**src/rtl/maquina_estados_mascota.sv**
```systemverilog
// Pet state machine.
//
// Consumes the four 2-bit need levels and the 5-second action pulses from the mode/button block.
// At each evaluation strobe it decides the pet's state.
//
// It returns the enables that gate the Energia and Medicina modes. It also drives the state code
// for the display and the death flag.
//
// Ports:
//   clk                 system clock
//   reset               asynchronous active-low reset
//   Reset_General       synchronous active-high user reset (keeps modo_test)
//   Bot_Test_pulse      one-cycle pulse, toggles test mode
//   Nivel_Animo         mood level (0 empty .. 3 full)
//   Nivel_Energia       energy level
//   Nivel_Descanso      rest level
//   Nivel_Medicina      health level
//   senal_5segEnergia   one-cycle pulse, feed action completed
//   senal_5segMedicina  one-cycle pulse, medicine action completed
//   Activo_Comida       enable for the Energia mode
//   Activo_Medicina     enable for the Medicina mode
//   estado              state code (NEUTRAL=0 .. MUERTO=7)
//   muerto              high while dead
//   modo_test           test-mode indicator
module maquina_estados_mascota #(
  parameter int unsigned EVAL_NORMAL  = 50_000_000,
  parameter int unsigned EVAL_TEST    = 5_000_000,
  parameter int unsigned HOLD_CYCLES  = 100_000_000,
  parameter int unsigned MUERTE_EVALS = 12
) (
  input  logic       clk,
  input  logic       reset,
  input  logic       Reset_General,
  input  logic       Bot_Test_pulse,
  input  logic [1:0] Nivel_Animo,
  input  logic [1:0] Nivel_Energia,
  input  logic [1:0] Nivel_Descanso,
  input  logic [1:0] Nivel_Medicina,
  input  logic       senal_5segEnergia,
  input  logic       senal_5segMedicina,
  output logic       Activo_Comida,
  output logic       Activo_Medicina,
  output logic [2:0] estado,
  output logic       muerto,
  output logic       modo_test
);

  typedef enum logic [2:0] {
    StNeutral    = 3'd0,
    StFeliz      = 3'd1,
    StTriste     = 3'd2,
    StHambriento = 3'd3,
    StEnfermo    = 3'd4,
    StDormido    = 3'd5,
    StAtendido   = 3'd6,
    StMuerto     = 3'd7
  } estado_e;

  localparam logic [7:0]  MuerteLim = 8'(MUERTE_EVALS);
  localparam logic [31:0] HoldLast  = 32'(HOLD_CYCLES - 1);
  localparam logic [31:0] EvalNLast = 32'(EVAL_NORMAL - 1);
  localparam logic [31:0] EvalTLast = 32'(EVAL_TEST - 1);

  estado_e     state_q, state_d;
  logic [31:0] presc_q, presc_d;
  logic [31:0] hold_q, hold_d;
  logic [7:0]  cnt_q, cnt_d;
  logic        modo_q, modo_d;
  logic        act_c_q, act_c_d;
  logic        act_m_q, act_m_d;
  logic        muerto_q, muerto_d;

  logic [31:0] presc_last;
  logic        presc_wrap;
  logic        eval;
  logic        any_zero;
  logic        all_full;
  logic [7:0]  cnt_inc;
  logic        care_ok;
  estado_e     prio_st;

  assign presc_last = modo_q ? EvalTLast : EvalNLast;
  assign presc_wrap = (presc_q == presc_last);
  // A test-mode toggle on the same cycle swallows the strobe.
  assign eval       = presc_wrap && !Bot_Test_pulse;

  assign any_zero = (Nivel_Animo == 2'd0) || (Nivel_Energia == 2'd0) ||
                    (Nivel_Descanso == 2'd0) || (Nivel_Medicina == 2'd0);
  assign all_full = (Nivel_Animo == 2'd3) && (Nivel_Energia == 2'd3) &&
                    (Nivel_Descanso == 2'd3) && (Nivel_Medicina == 2'd3);
  assign cnt_inc  = (cnt_q == 8'hFF) ? 8'hFF : cnt_q + 8'd1;

  assign care_ok = ((state_q == StHambriento) && senal_5segEnergia) ||
                   ((state_q == StEnfermo) && senal_5segMedicina);

  // Need priority: health, then hunger, then sleep, then mood.
  always_comb begin
    prio_st = StNeutral;
    if (Nivel_Medicina == 2'd0)      prio_st = StEnfermo;
    else if (Nivel_Energia == 2'd0)  prio_st = StHambriento;
    else if (Nivel_Descanso == 2'd0) prio_st = StDormido;
    else if (Nivel_Animo == 2'd0)    prio_st = StTriste;
    else if (all_full)               prio_st = StFeliz;
    else                             prio_st = StNeutral;
  end

  always_comb begin
    state_d = state_q;
    presc_d = presc_wrap ? 32'd0 : presc_q + 32'd1;
    hold_d  = (state_q == StAtendido) ? hold_q + 32'd1 : 32'd0;
    cnt_d   = cnt_q;
    modo_d  = modo_q;

    if (Reset_General) begin
      state_d = StNeutral;
      presc_d = 32'd0;
      hold_d  = 32'd0;
      cnt_d   = 8'd0;
    end else begin
      if (Bot_Test_pulse) begin
        modo_d  = ~modo_q;
        presc_d = 32'd0;
      end
      unique case (state_q)
        StMuerto: state_d = StMuerto;
        StAtendido: begin
          if (hold_q == HoldLast) state_d = StNeutral;
        end
        default: begin
          if (eval) begin
            cnt_d = any_zero ? cnt_inc : 8'd0;
            // Sleep hysteresis: wake only when rested enough or sick.
            if (state_q != StDormido ||
                Nivel_Medicina == 2'd0 || Nivel_Descanso >= 2'd2) begin
              state_d = prio_st;
            end
          end
          if (care_ok) begin
            state_d = StAtendido;
            hold_d  = 32'd0;
          end
          if (eval && any_zero && (cnt_inc == MuerteLim)) state_d = StMuerto;
        end
      endcase
    end

    act_c_d  = !((state_d == StDormido) || (state_d == StEnfermo) ||
                 (state_d == StAtendido) || (state_d == StMuerto));
    act_m_d  = !((state_d == StDormido) || (state_d == StAtendido) ||
                 (state_d == StMuerto));
    muerto_d = (state_d == StMuerto);
  end

  always_ff @(posedge clk or negedge reset) begin
    if (!reset) begin
      state_q  <= StNeutral;
      presc_q  <= 32'd0;
      hold_q   <= 32'd0;
      cnt_q    <= 8'd0;
      modo_q   <= 1'b0;
      act_c_q  <= 1'b1;
      act_m_q  <= 1'b1;
      muerto_q <= 1'b0;
    end else begin
      state_q  <= state_d;
      presc_q  <= presc_d;
      hold_q   <= hold_d;
      cnt_q    <= cnt_d;
      modo_q   <= modo_d;
      act_c_q  <= act_c_d;
      act_m_q  <= act_m_d;
      muerto_q <= muerto_d;
    end
  end

  assign estado          = state_q;
  assign Activo_Comida   = act_c_q;
  assign Activo_Medicina = act_m_q;
  assign muerto          = muerto_q;
  assign modo_test       = modo_q;

endmodule

```
**config.mk**
```make
export PLATFORM = sky130hd
export DESIGN_NAME = maquina_estados_mascota
export DESIGN_NICKNAME = d
export VERILOG_FILES = /design/src/rtl/maquina_estados_mascota.sv
export SDC_FILE = /design/constraint.sdc
export NUM_CORES = 1
export LEC_CHECK = 0
export BUFFER_PORTS_ARGS = -buffer_cell sky130_fd_sc_hd__buf_4
export CAP_MARGIN = 20
export CORE_MARGIN = 2
export CORE_UTILIZATION = 37
export DETAILED_ROUTE_END_ITERATION = 12
export GPL_TIMING_DRIVEN = 1
export PLACE_DENSITY = 0.62
export SKIP_CTS_REPAIR_TIMING = 1
export SLEW_MARGIN = 20
export SYNTH_ARGS = -nofsm -noshare
export SYNTH_HDL_FRONTEND = slang
export SYNTH_SLANG_ARGS = --single-unit
```
**constraint.sdc**
```tcl
create_clock -name clk -period 3.32 [get_ports clk]
set_clock_uncertainty 0.05 [all_clocks]
set_input_delay 0.664 -clock clk [delete_from_list [all_inputs] [get_ports clk]]
set_output_delay 0.664 -clock clk [all_outputs]
set_load 0.02 [all_outputs]
```
== Word level (Yosys, flattened, before mapping) ==
Index checks and enable logic that the tools add are counted.
Word-level totals
  register bits: 79
  input port bits: 14
  output and inout port bits: 7
  logic and storage cells: 87
Cells by class
  $add $sub $neg: 3
  magnitude comparators: 1
  equal/unequal tests: 18
  multiplexer cells: 25
  bitwise logic cells: 2
  reduce and logical (&&, ||, !) cells: 30
Operators by type and width (number)
  $mux 32: 7
  $add 32x1->32 const B: 2
  $mux 8: 5
  $eq 32x26->1: 1
  $eq 32x27->1 const B: 1
  $mux 3: 9
  $mux 26: 1
  $eq 3x3->1 const B: 7
  $logic_or 1x1->1: 11
  $add 8x1->8 const B: 1
  $eq 2x2->1 const B: 4
  $eq 8x4->1 const B: 1
  $eq 8x8->1 const B: 1
  $logic_and 1x1->1: 8
  $logic_not 2->1: 4
  $pmux 3 s2: 1
  $reduce_and 2->1: 2
  $eq 3x2->1 const B: 1
  $logic_not 1->1: 3
  $ne 3x3->1 const B: 1
  $ge 2x2->1 const B: 1
  $mux 2: 1
  $ne 2x1->1 const B: 1
  $not 1->1: 2
  3 further kinds: 3

== Longest topological paths before layout ==
Gate-level depths: netlist (run 1).
  depth in word-level cells: 20
  depth in mapped cells: 8
  mapped depth without buffers: 7

== Worst setup path before layout (run 1) ==
Ideal clock, no wire load.
  path type: flip-flop to flip-flop
  start point: register presc_q[20]
  end point: register presc_q[24]
  setup time: 119 ps
  arrival: 2178 ps
  data required time: 3151 ps
  path slack: 974 ps
  cell stages (with the launch flop): 8
  path buffers: 2
  clock period less this slack: 2346 ps
  cells stage by stage: dfrtp_1 buf_6 or4b_1 nor4b_2 o2111ai_1 o41ai_4 buf_6 nor2_1
On the way
  longest elaborated chain between the ends: 4
  elaborated cells on any way between the ends: 5
  classes of those cells: add/sub: 1; eq/ne: 1; mux: 3
RTL lines
  start: declaration: RTL line 65  | logic [31:0] presc_q, presc_d;
  start signal: assignment: RTL line 166  | presc_q <= presc_d;
  $add 32x1->32 / $eq 32x26->1 (equally long branches): RTL line 109, 83
  $mux 32 *: RTL line 109  | presc_d = presc_wrap ? 32'd0 : presc_q + 32'd1;
  $mux 32 *: RTL line 120  | if (Bot_Test_pulse) begin
  $mux 32 *: RTL line 114  | if (Reset_General) begin
  named net presc_d[24]: RTL line 65
Mark *: on every way through the listed nets, which the timed path passes. The rest lies on a longest branch.
A chain may end at the register's enable or synchronous reset.

== Final worst setup path (run 1) ==
  start point: register presc_q[12]
  end point: register presc_q[23]
The elaborated chain is that of the path after synthesis.

==> flow_summary.json, run 1 <==
{
  "chipHeight_um": 110,
  "grt_max_degree": 80,
  "setup_viol": 0,
  "crit_chain": "or4b_1, nor4b_2, o2111ai_1, o41ai_4, buf_4, nor2_1",
  "seq_power_share_pct": 46.4,
  "r2r_start": "presc_q[12]",
  "internal_power_mw": 1.66,
  "yosys-top-cells-area": "sky130_fd_sc_hd__dfrtp_1 (46%), sky130_fd_sc_hd__nor2_1 (8.3%), sky130_fd_sc_hd__xor2_1 (7.3%), sky130_fd_sc_hd__xnor2_1 (5.7%), sky130_fd_sc_hd__nand3_1 (4.5%)",
  "register_area_mm2": 0.00198,
  "hold_path.class": "in2async",
  "layout-area-overhead-vs-synth_pct": 13.7,
  "num-nets-final": 489,
  "pwr-share-clk_pct": 49.5,
  "worstPathArrival_ns": 2.93,
  "io_buffer_count": 20,
  "synthDominantAreaCellType": "sky130_fd_sc_hd__dfrtp_1",
  "post_drt_via_cell_ratio": 5.23,
  "worst-setup-path-type": "reg2reg",
  "critPathCaptureType": "flop",
  "static-leakage-power_nw": 1.90,
  "synth.cell_area_mm2": 0.00418,
  "first_global_vias": 3107,
  "netlist-cell-type-count": 48,
  "synth_edf_count": 0,
  "critical_path.slowest_cell": "sky130_fd_sc_hd__o41ai_4",
  "timing.rr.end": "presc_q[23]",
  "switching_part_of_the_total_power_pct": 21.8,
  "timing.max_cap.violations": 0,
  "worstSetupStartpointType": "flop",
  "antenna_found_initial": 0,
  "power-per-cell-area_mw_per_mm2": 446,
  "post_drt_wl_per_cell_um": 13.9,
  "hold_violation_count_in_the_final_report": 0,
  "syn-instance-count": 453,
  "share_comb_of_total_power_pct": 4.1,
  "drt-initial-drc-count": 213,
  "worst_ir_drop_vdd_uv": 323,
  "pin_count": 21,
  "final_max_slew_viol_count": 0,
  "async_reset_ff_share_pct": 100,
  "rsz0062_at_grt": "false",
  "critical_path.max_stage_delay_ns": 0.63,
  "globalRouteOverflowTotal": 0,
  "die_width_um": 110,
  "drt_pass1_iterations": 4,
  "synth.cells.most_frequent": "sky130_fd_sc_hd__nor2_1 (93), sky130_fd_sc_hd__dfrtp_1 (77), sky130_fd_sc_hd__nand3_1 (38)",
  "post-route-period-util_pct": 83.2,
  "antenna_cells_inserted": 0,
  "initial_core_util_pct": 38.2,
  "synth_area_per_cell_um2": 9.23,
  "placement_rows": 38,
  "worstPathMaxFanout": 24,
  "part_of_the_yosys_area_used_for_sequential_elements_pct": 47.3,
  "drc": 0,
  "worst_skew_pair.late_latency_ns": 0.34,
  "synthFlopType": "sky130_fd_sc_hd__dfrtp_1",
  "area_of_the_multi_input_gates_mm2": 0.00209,
  "gp_congestion": 0.856,
  "placeable_core_region_mm2": 0.0109,
  "clock_path_buffers": 2,
  "worst-r2r-setup-slack_ns": 0.56,
  "first_pass_grt_wire_length_mm": 15.0,
  "layout-drive-gt1-share_pct": 9.01,
  "data_required_time_at_the_worst_endpoint_ns": 3.48,
  "net-switching-power_uw": 463,
  "timing.fmax_mhz": 362,
  "most_repeated_cell_in_the_gate_level_netlist_after_synthesis": "sky130_fd_sc_hd__nor2_1",
  "ys_ff_latch": 79,
  "timing.slew.headroom_pct": 51.3,
  "dp.cells": 601,
  "cts_made_buffers": 9,
  "cts_root_buf": "sky130_fd_sc_hd__clkbuf_16",
  "worst_slew_pin_slew_ns": 0.731,
  "rr_worst_depth": 6,
  "status": "completed",
  "die_area_mm2": 0.0122,
  "design_power_total_mw": 2.12,
  "ys.warnings.count": 0,
  "finalCriticalPeriod_ns": 2.76,
  "synthDominantCellAreaShare_pct": 46.1,
  "cts_sinks": 79,
  "detailroute.via_count": 3227,
  "drtAntennaViolNets": 0,
  "final.fill_count": 1082,
  "layoutNonFillerInstCount": 617,
  "globalRouteTotalUtil_pct": 15.9,
  "syn_nets": 470,
  "cts_htree_levels": 3,
  "detailed_place_hpwl_mm": 5.91,
  "detail_route.wirelength_mm": 8.59,
  "tns_ns": 0,
  "cts_tree": "yes",
  "cts.clk_slew.worst_paths_ns": 0.06
}
-- through the flow --
step	setup WS (ns)	hold WS (ns)	area (µm²)	util (%)
detailed placement	0.563	0.440	4440	40.6
global placement	0.610	0.422	4440	40.6
global route	0.369	0.383	4750	43.5
floorplan	0.974	0.318	4180	-
finish	0.558	0.278	4750	43.5
CTS	0.550	0.448	4750	43.4
-- how the worst max path moves through the flow --
stage	startpoint	to	slack, ns	cells past startpoint
6_report	presc_q[12]	presc_q[23]	0.56	6
5_1_grt	presc_q[12]	presc_q[23]	0.37	6
4_1_cts	presc_q[12]	presc_q[23]	0.55	6
3_5_place_dp	presc_q[12]	presc_q[23]	0.56	6
3_3_place_gp	presc_q[12]	presc_q[29]	0.61	6
2_1_floorplan	presc_q[20]	presc_q[24]	0.97	7
-- logic make-up (layout without fill, tap and decap cells) --
logic type	after synthesis	count (layout)	synth area share, %
XOR/XNOR	62	62	13.0
AND/OR/NAND/NOR	245	245	28.6
adder cells (fa/ha/maj)	3	3	0.897
buffers and inverters	22	46	2.78
multiplexers	1	1	0.239
AO/OA/AOI/OAI	41	41	7.21
flip-flops	79	79	47.3
-- worst max-delay path, delay by kind of cell, from the launching register on --
family	cells	cell delay [ns]
AND/OR/NAND/NOR	3	0.95
buffers and inverters	1	0.37
flip-flops	1	0.42
AO/OA/AOI/OAI	2	0.84
-- cells in the final DEF, fill, tap and decap left out, types with 6 or more instances in the layout --
master | synthesis | routed
sky130_fd_sc_hd__nor3_1 | 11 | 11
sky130_fd_sc_hd__nor2_1 | 93 | 93
sky130_fd_sc_hd__dfrtp_1 | 77 | 77
sky130_fd_sc_hd__and3_1 | 11 | 11
sky130_fd_sc_hd__xor2_1 | 35 | 35
sky130_fd_sc_hd__o21ai_0 | 8 | 8
sky130_fd_sc_hd__clkbuf_16 | 0 | 9
sky130_fd_sc_hd__buf_4 | 1 | 21
sky130_fd_sc_hd__nand2_1 | 36 | 36
sky130_fd_sc_hd__nand3_1 | 38 | 38
sky130_fd_sc_hd__xnor2_1 | 27 | 27
sky130_fd_sc_hd__a21oi_1 | 8 | 8
sky130_fd_sc_hd__nand4_1 | 15 | 15
sky130_fd_sc_hd__nor4_1 | 12 | 12
sky130_fd_sc_hd__inv_1 | 8 | 8
sky130_fd_sc_hd__and4_1 | 6 | 6
-- power by group through the flow --
stage | clock network (mW) | logic, mW | registers (mW)
after floorplan | 0 | 0.0331 | 1.01
after global placement | 0 | 0.0878 | 1.00
final | 1.05 | 0.0872 | 0.985
after global routing | 1.11 | 0.0986 | 0.985
after detailed placement | 0 | 0.0897 | 1.00
after CTS | 1.08 | 0.0900 | 0.984
-- cell type report --
cell class	instances	area share [%]
repair buffers	22	3.55
clock buffers	10	4.82
flip-flops and latches	79	41.6
inverters	8	0.632
well taps	140	3.68
clock inverters	6	1.79
multi-input cells	352	43.9
-- sequential cells by signal, indices dropped and copies added (netlist names) --
name and count:
cnt_q 8, Activo_Comida 1, hold_q 32, presc_q 32
estado 3, Activo_Medicina 1, modo_test 1, muerto 1
-- layer usage --
layer | routed length, µm | part of all wire, % | global-route usage, % | vias to the layer above
li1 | - | - | - | 1614
met1 | 4050 | 47 | 21.2 | 1544
met2 | 3990 | 46 | 24.5 | 60
met3 | 420 | 4.9 | 5.06 | 9
met4 | 119 | 1.4 | 5.18 | 0
met5 | 0 | 0 | 0 | -
No activity file was read; power rests on OpenSTA's default activity.
==> inputs of run 2 (changes only) <==
==> constraint.sdc (replaced) <==
create_clock -name clk -period 2.75 [get_ports clk]
set_clock_uncertainty 0.05 [all_clocks]
set_input_delay 0.55 -clock clk [delete_from_list [all_inputs] [get_ports clk]]
set_output_delay 0.55 -clock clk [all_outputs]
set_load 0.02 [all_outputs]
==> run 2 against run 1 <==
  * Critical path depth is the same
  * Sequential share of layout area shrank 0.22 points
  * Combinational power grew 27%
  * Sequential power increased by 21%
  * Sequential cell count stayed put
  * Critical path type unchanged
  * Largest power group is now sequential cells
  * Die area is the same
  * First-iteration DRC count down 21%
  * Critical endpoint is now cnt_q[5]
  * Non-clock buffer count up 6
  * Highest routed layer unchanged
==> flow_summary.json, run 2 (same netlist as run 1, synthesis figures left out) <==
{
  "static-leakage-power_nw": 1.93,
  "gp_congestion": 0.880,
  "placeable_core_region_mm2": 0.0109,
  "placement_rows": 38,
  "switching_part_of_the_total_power_pct": 21.4,
  "cts_made_buffers": 9,
  "critical_path.slowest_cell": "sky130_fd_sc_hd__or4b_1",
  "cts_tree": "yes",
  "num-nets-final": 495,
  "r2r_start": "presc_q[12]",
  "data_required_time_at_the_worst_endpoint_ns": 2.93,
  "detail_route.wirelength_mm": 8.72,
  "cts_sinks": 79,
  "worst-setup-path-type": "reg2reg",
  "drtAntennaViolNets": 0,
  "chipHeight_um": 110,
  "cts_htree_levels": 3,
  "worst_ir_drop_vdd_uv": 226,
  "layout-area-overhead-vs-synth_pct": 14.3,
  "worstPathArrival_ns": 2.72,
  "largest_registers_ranked_by_flip_flop_count": "hold_q (32), presc_q (32), cnt_q (8)",
  "crit_chain": "or4b_1, nor4b_2, o2111a_1, a31oi_2, a21o_1, a22o_1",
  "critical_path.max_stage_delay_ns": 0.55,
  "net-switching-power_uw": 533,
  "critPathCaptureType": "flop",
  "setup_viol": 0,
  "first_global_vias": 3120,
  "timing.slew.headroom_pct": 56.9,
  "tns_ns": 0,
  "antenna_found_initial": 0,
  "final.fill_count": 1084,
  "layout-drive-gt1-share_pct": 10.2,
  "fin_hold_ws_ns": 0.155,
  "drt-initial-drc-count": 169,
  "cts.clk_slew.worst_paths_ns": 0.06,
  "worst_skew_pair.late_latency_ns": 0.34,
  "die_area_mm2": 0.0122,
  "pwr-share-clk_pct": 47.9,
  "detailed_place_hpwl_mm": 6.15,
  "worstSetupStartpointType": "flop",
  "antenna_cells_inserted": 0,
  "power-per-cell-area_mw_per_mm2": 521,
  "die_width_um": 110,
  "globalRouteTotalUtil_pct": 16.2,
  "first_pass_grt_wire_length_mm": 15.1,
  "share_comb_of_total_power_pct": 4.4,
  "layout_common_cells": "sky130_fd_sc_hd__nor2_1 (93), sky130_fd_sc_hd__dfrtp_1 (77), sky130_fd_sc_hd__nand3_1 (38), sky130_fd_sc_hd__nand2_1 (36), sky130_fd_sc_hd__xor2_1 (35)",
  "clock_path_buffers": 2,
  "worst_slew_pin_slew_ns": 0.640,
  "grt_max_degree": 45,
  "seq_power_share_pct": 47.6,
  "layout_commonest_cell": "sky130_fd_sc_hd__nor2_1",
  "drt_pass1_iterations": 4,
  "rr_worst_depth": 6,
  "timing.fmax_mhz": 394,
  "initial_core_util_pct": 38.2,
  "finalCriticalPeriod_ns": 2.54,
  "hold_violation_count_in_the_final_report": 0,
  "post_drt_wl_per_cell_um": 14.0,
  "internal_power_mw": 1.96,
  "worst-r2r-setup-slack_ns": 0.21,
  "pin_count": 21,
  "final_max_slew_viol_count": 0,
  "detailroute.via_count": 3297,
  "timing.max_cap.violations": 0,
  "status": "completed",
  "timing.rr.end": "cnt_q[5]",
  "cts_root_buf": "sky130_fd_sc_hd__clkbuf_16",
  "worstPathMaxFanout": 9,
  "globalRouteOverflowTotal": 0,
  "rsz0062_at_grt": "false",
  "hold_path.class": "in2async",
  "io_buffer_count": 20,
  "post_drt_via_cell_ratio": 5.30,
  "post-route-period-util_pct": 92.4,
  "drc": 0
}
## run 2: cell count changes in the layout (fill, tap and decap cells not counted), sizes merged
cell and change:
buf +6, bufinv -1, clkbuf +1, clkinv +1, clkinvlp -2
## run 2: worst max-delay path: cells and delay by family (launching register included)
kind,cells,cell delay (ns)
and+or+nand+nor,2,0.85
AOI/OAI and AO/OA,4,1.10
DFF,1,0.43
## run 2: worst max-delay path by stage
stage / start / to / depth (start not counted)
after global routing: presc_q[12] / cnt_q[4] / 6
final: presc_q[12] / cnt_q[5] / 6
after floorplan: presc_q[20] / presc_q[24] / 7
after detailed placement: presc_q[12] / cnt_q[5] / 6
after global placement: presc_q[12] / cnt_q[5] / 6
after CTS: presc_q[12] / cnt_q[5] / 6
## run 2: metrics by stage
step	area (µm²)	power, mW	cells	setup slack (ns)	util (%)
after floorplan	4180	1.25	453	0.404	-
after global routing	4780	2.59	622	0.0479	43.7
after global placement	4480	1.32	607	0.290	41.0
after CTS	4780	2.52	622	0.221	43.7
final	4780	2.49	622	0.209	43.7
after detailed placement	4480	1.32	607	0.236	41.0
## run 2: power groups by stage
stage | logic, mW | clock network, mW | registers [mW]
final | 0.111 | 1.19 | 1.19
after global routing | 0.124 | 1.28 | 1.19
after CTS | 0.113 | 1.22 | 1.19
after detailed placement | 0.113 | 0 | 1.21
after global placement | 0.111 | 0 | 1.21
after floorplan | 0.0399 | 0 | 1.21
## run 2: routing by layer
| layer | global-route usage, % | part of all wire [%] | vias up |
|---|---|---|---|
| met5 | 0 | 0 | - |
| met4 | 6.43 | 2.3 | 0 |
| met2 | 24.8 | 45 | 71 |
| li1 | - | - | 1631 |
| met3 | 4.00 | 3.0 | 15 |
| met1 | 22.1 | 49 | 1580 |
## run 2: layout make-up
cell class,count,area (µm²),share of cell area [%]
timing repair buffer,28,210,4.40
tap,140,175,3.66
inverter,8,30.0,0.628
clock buffer,11,253,5.29
clock inverter,4,45.0,0.942
sequential,79,1980,41.4
multi-input combinational,352,2090,43.7
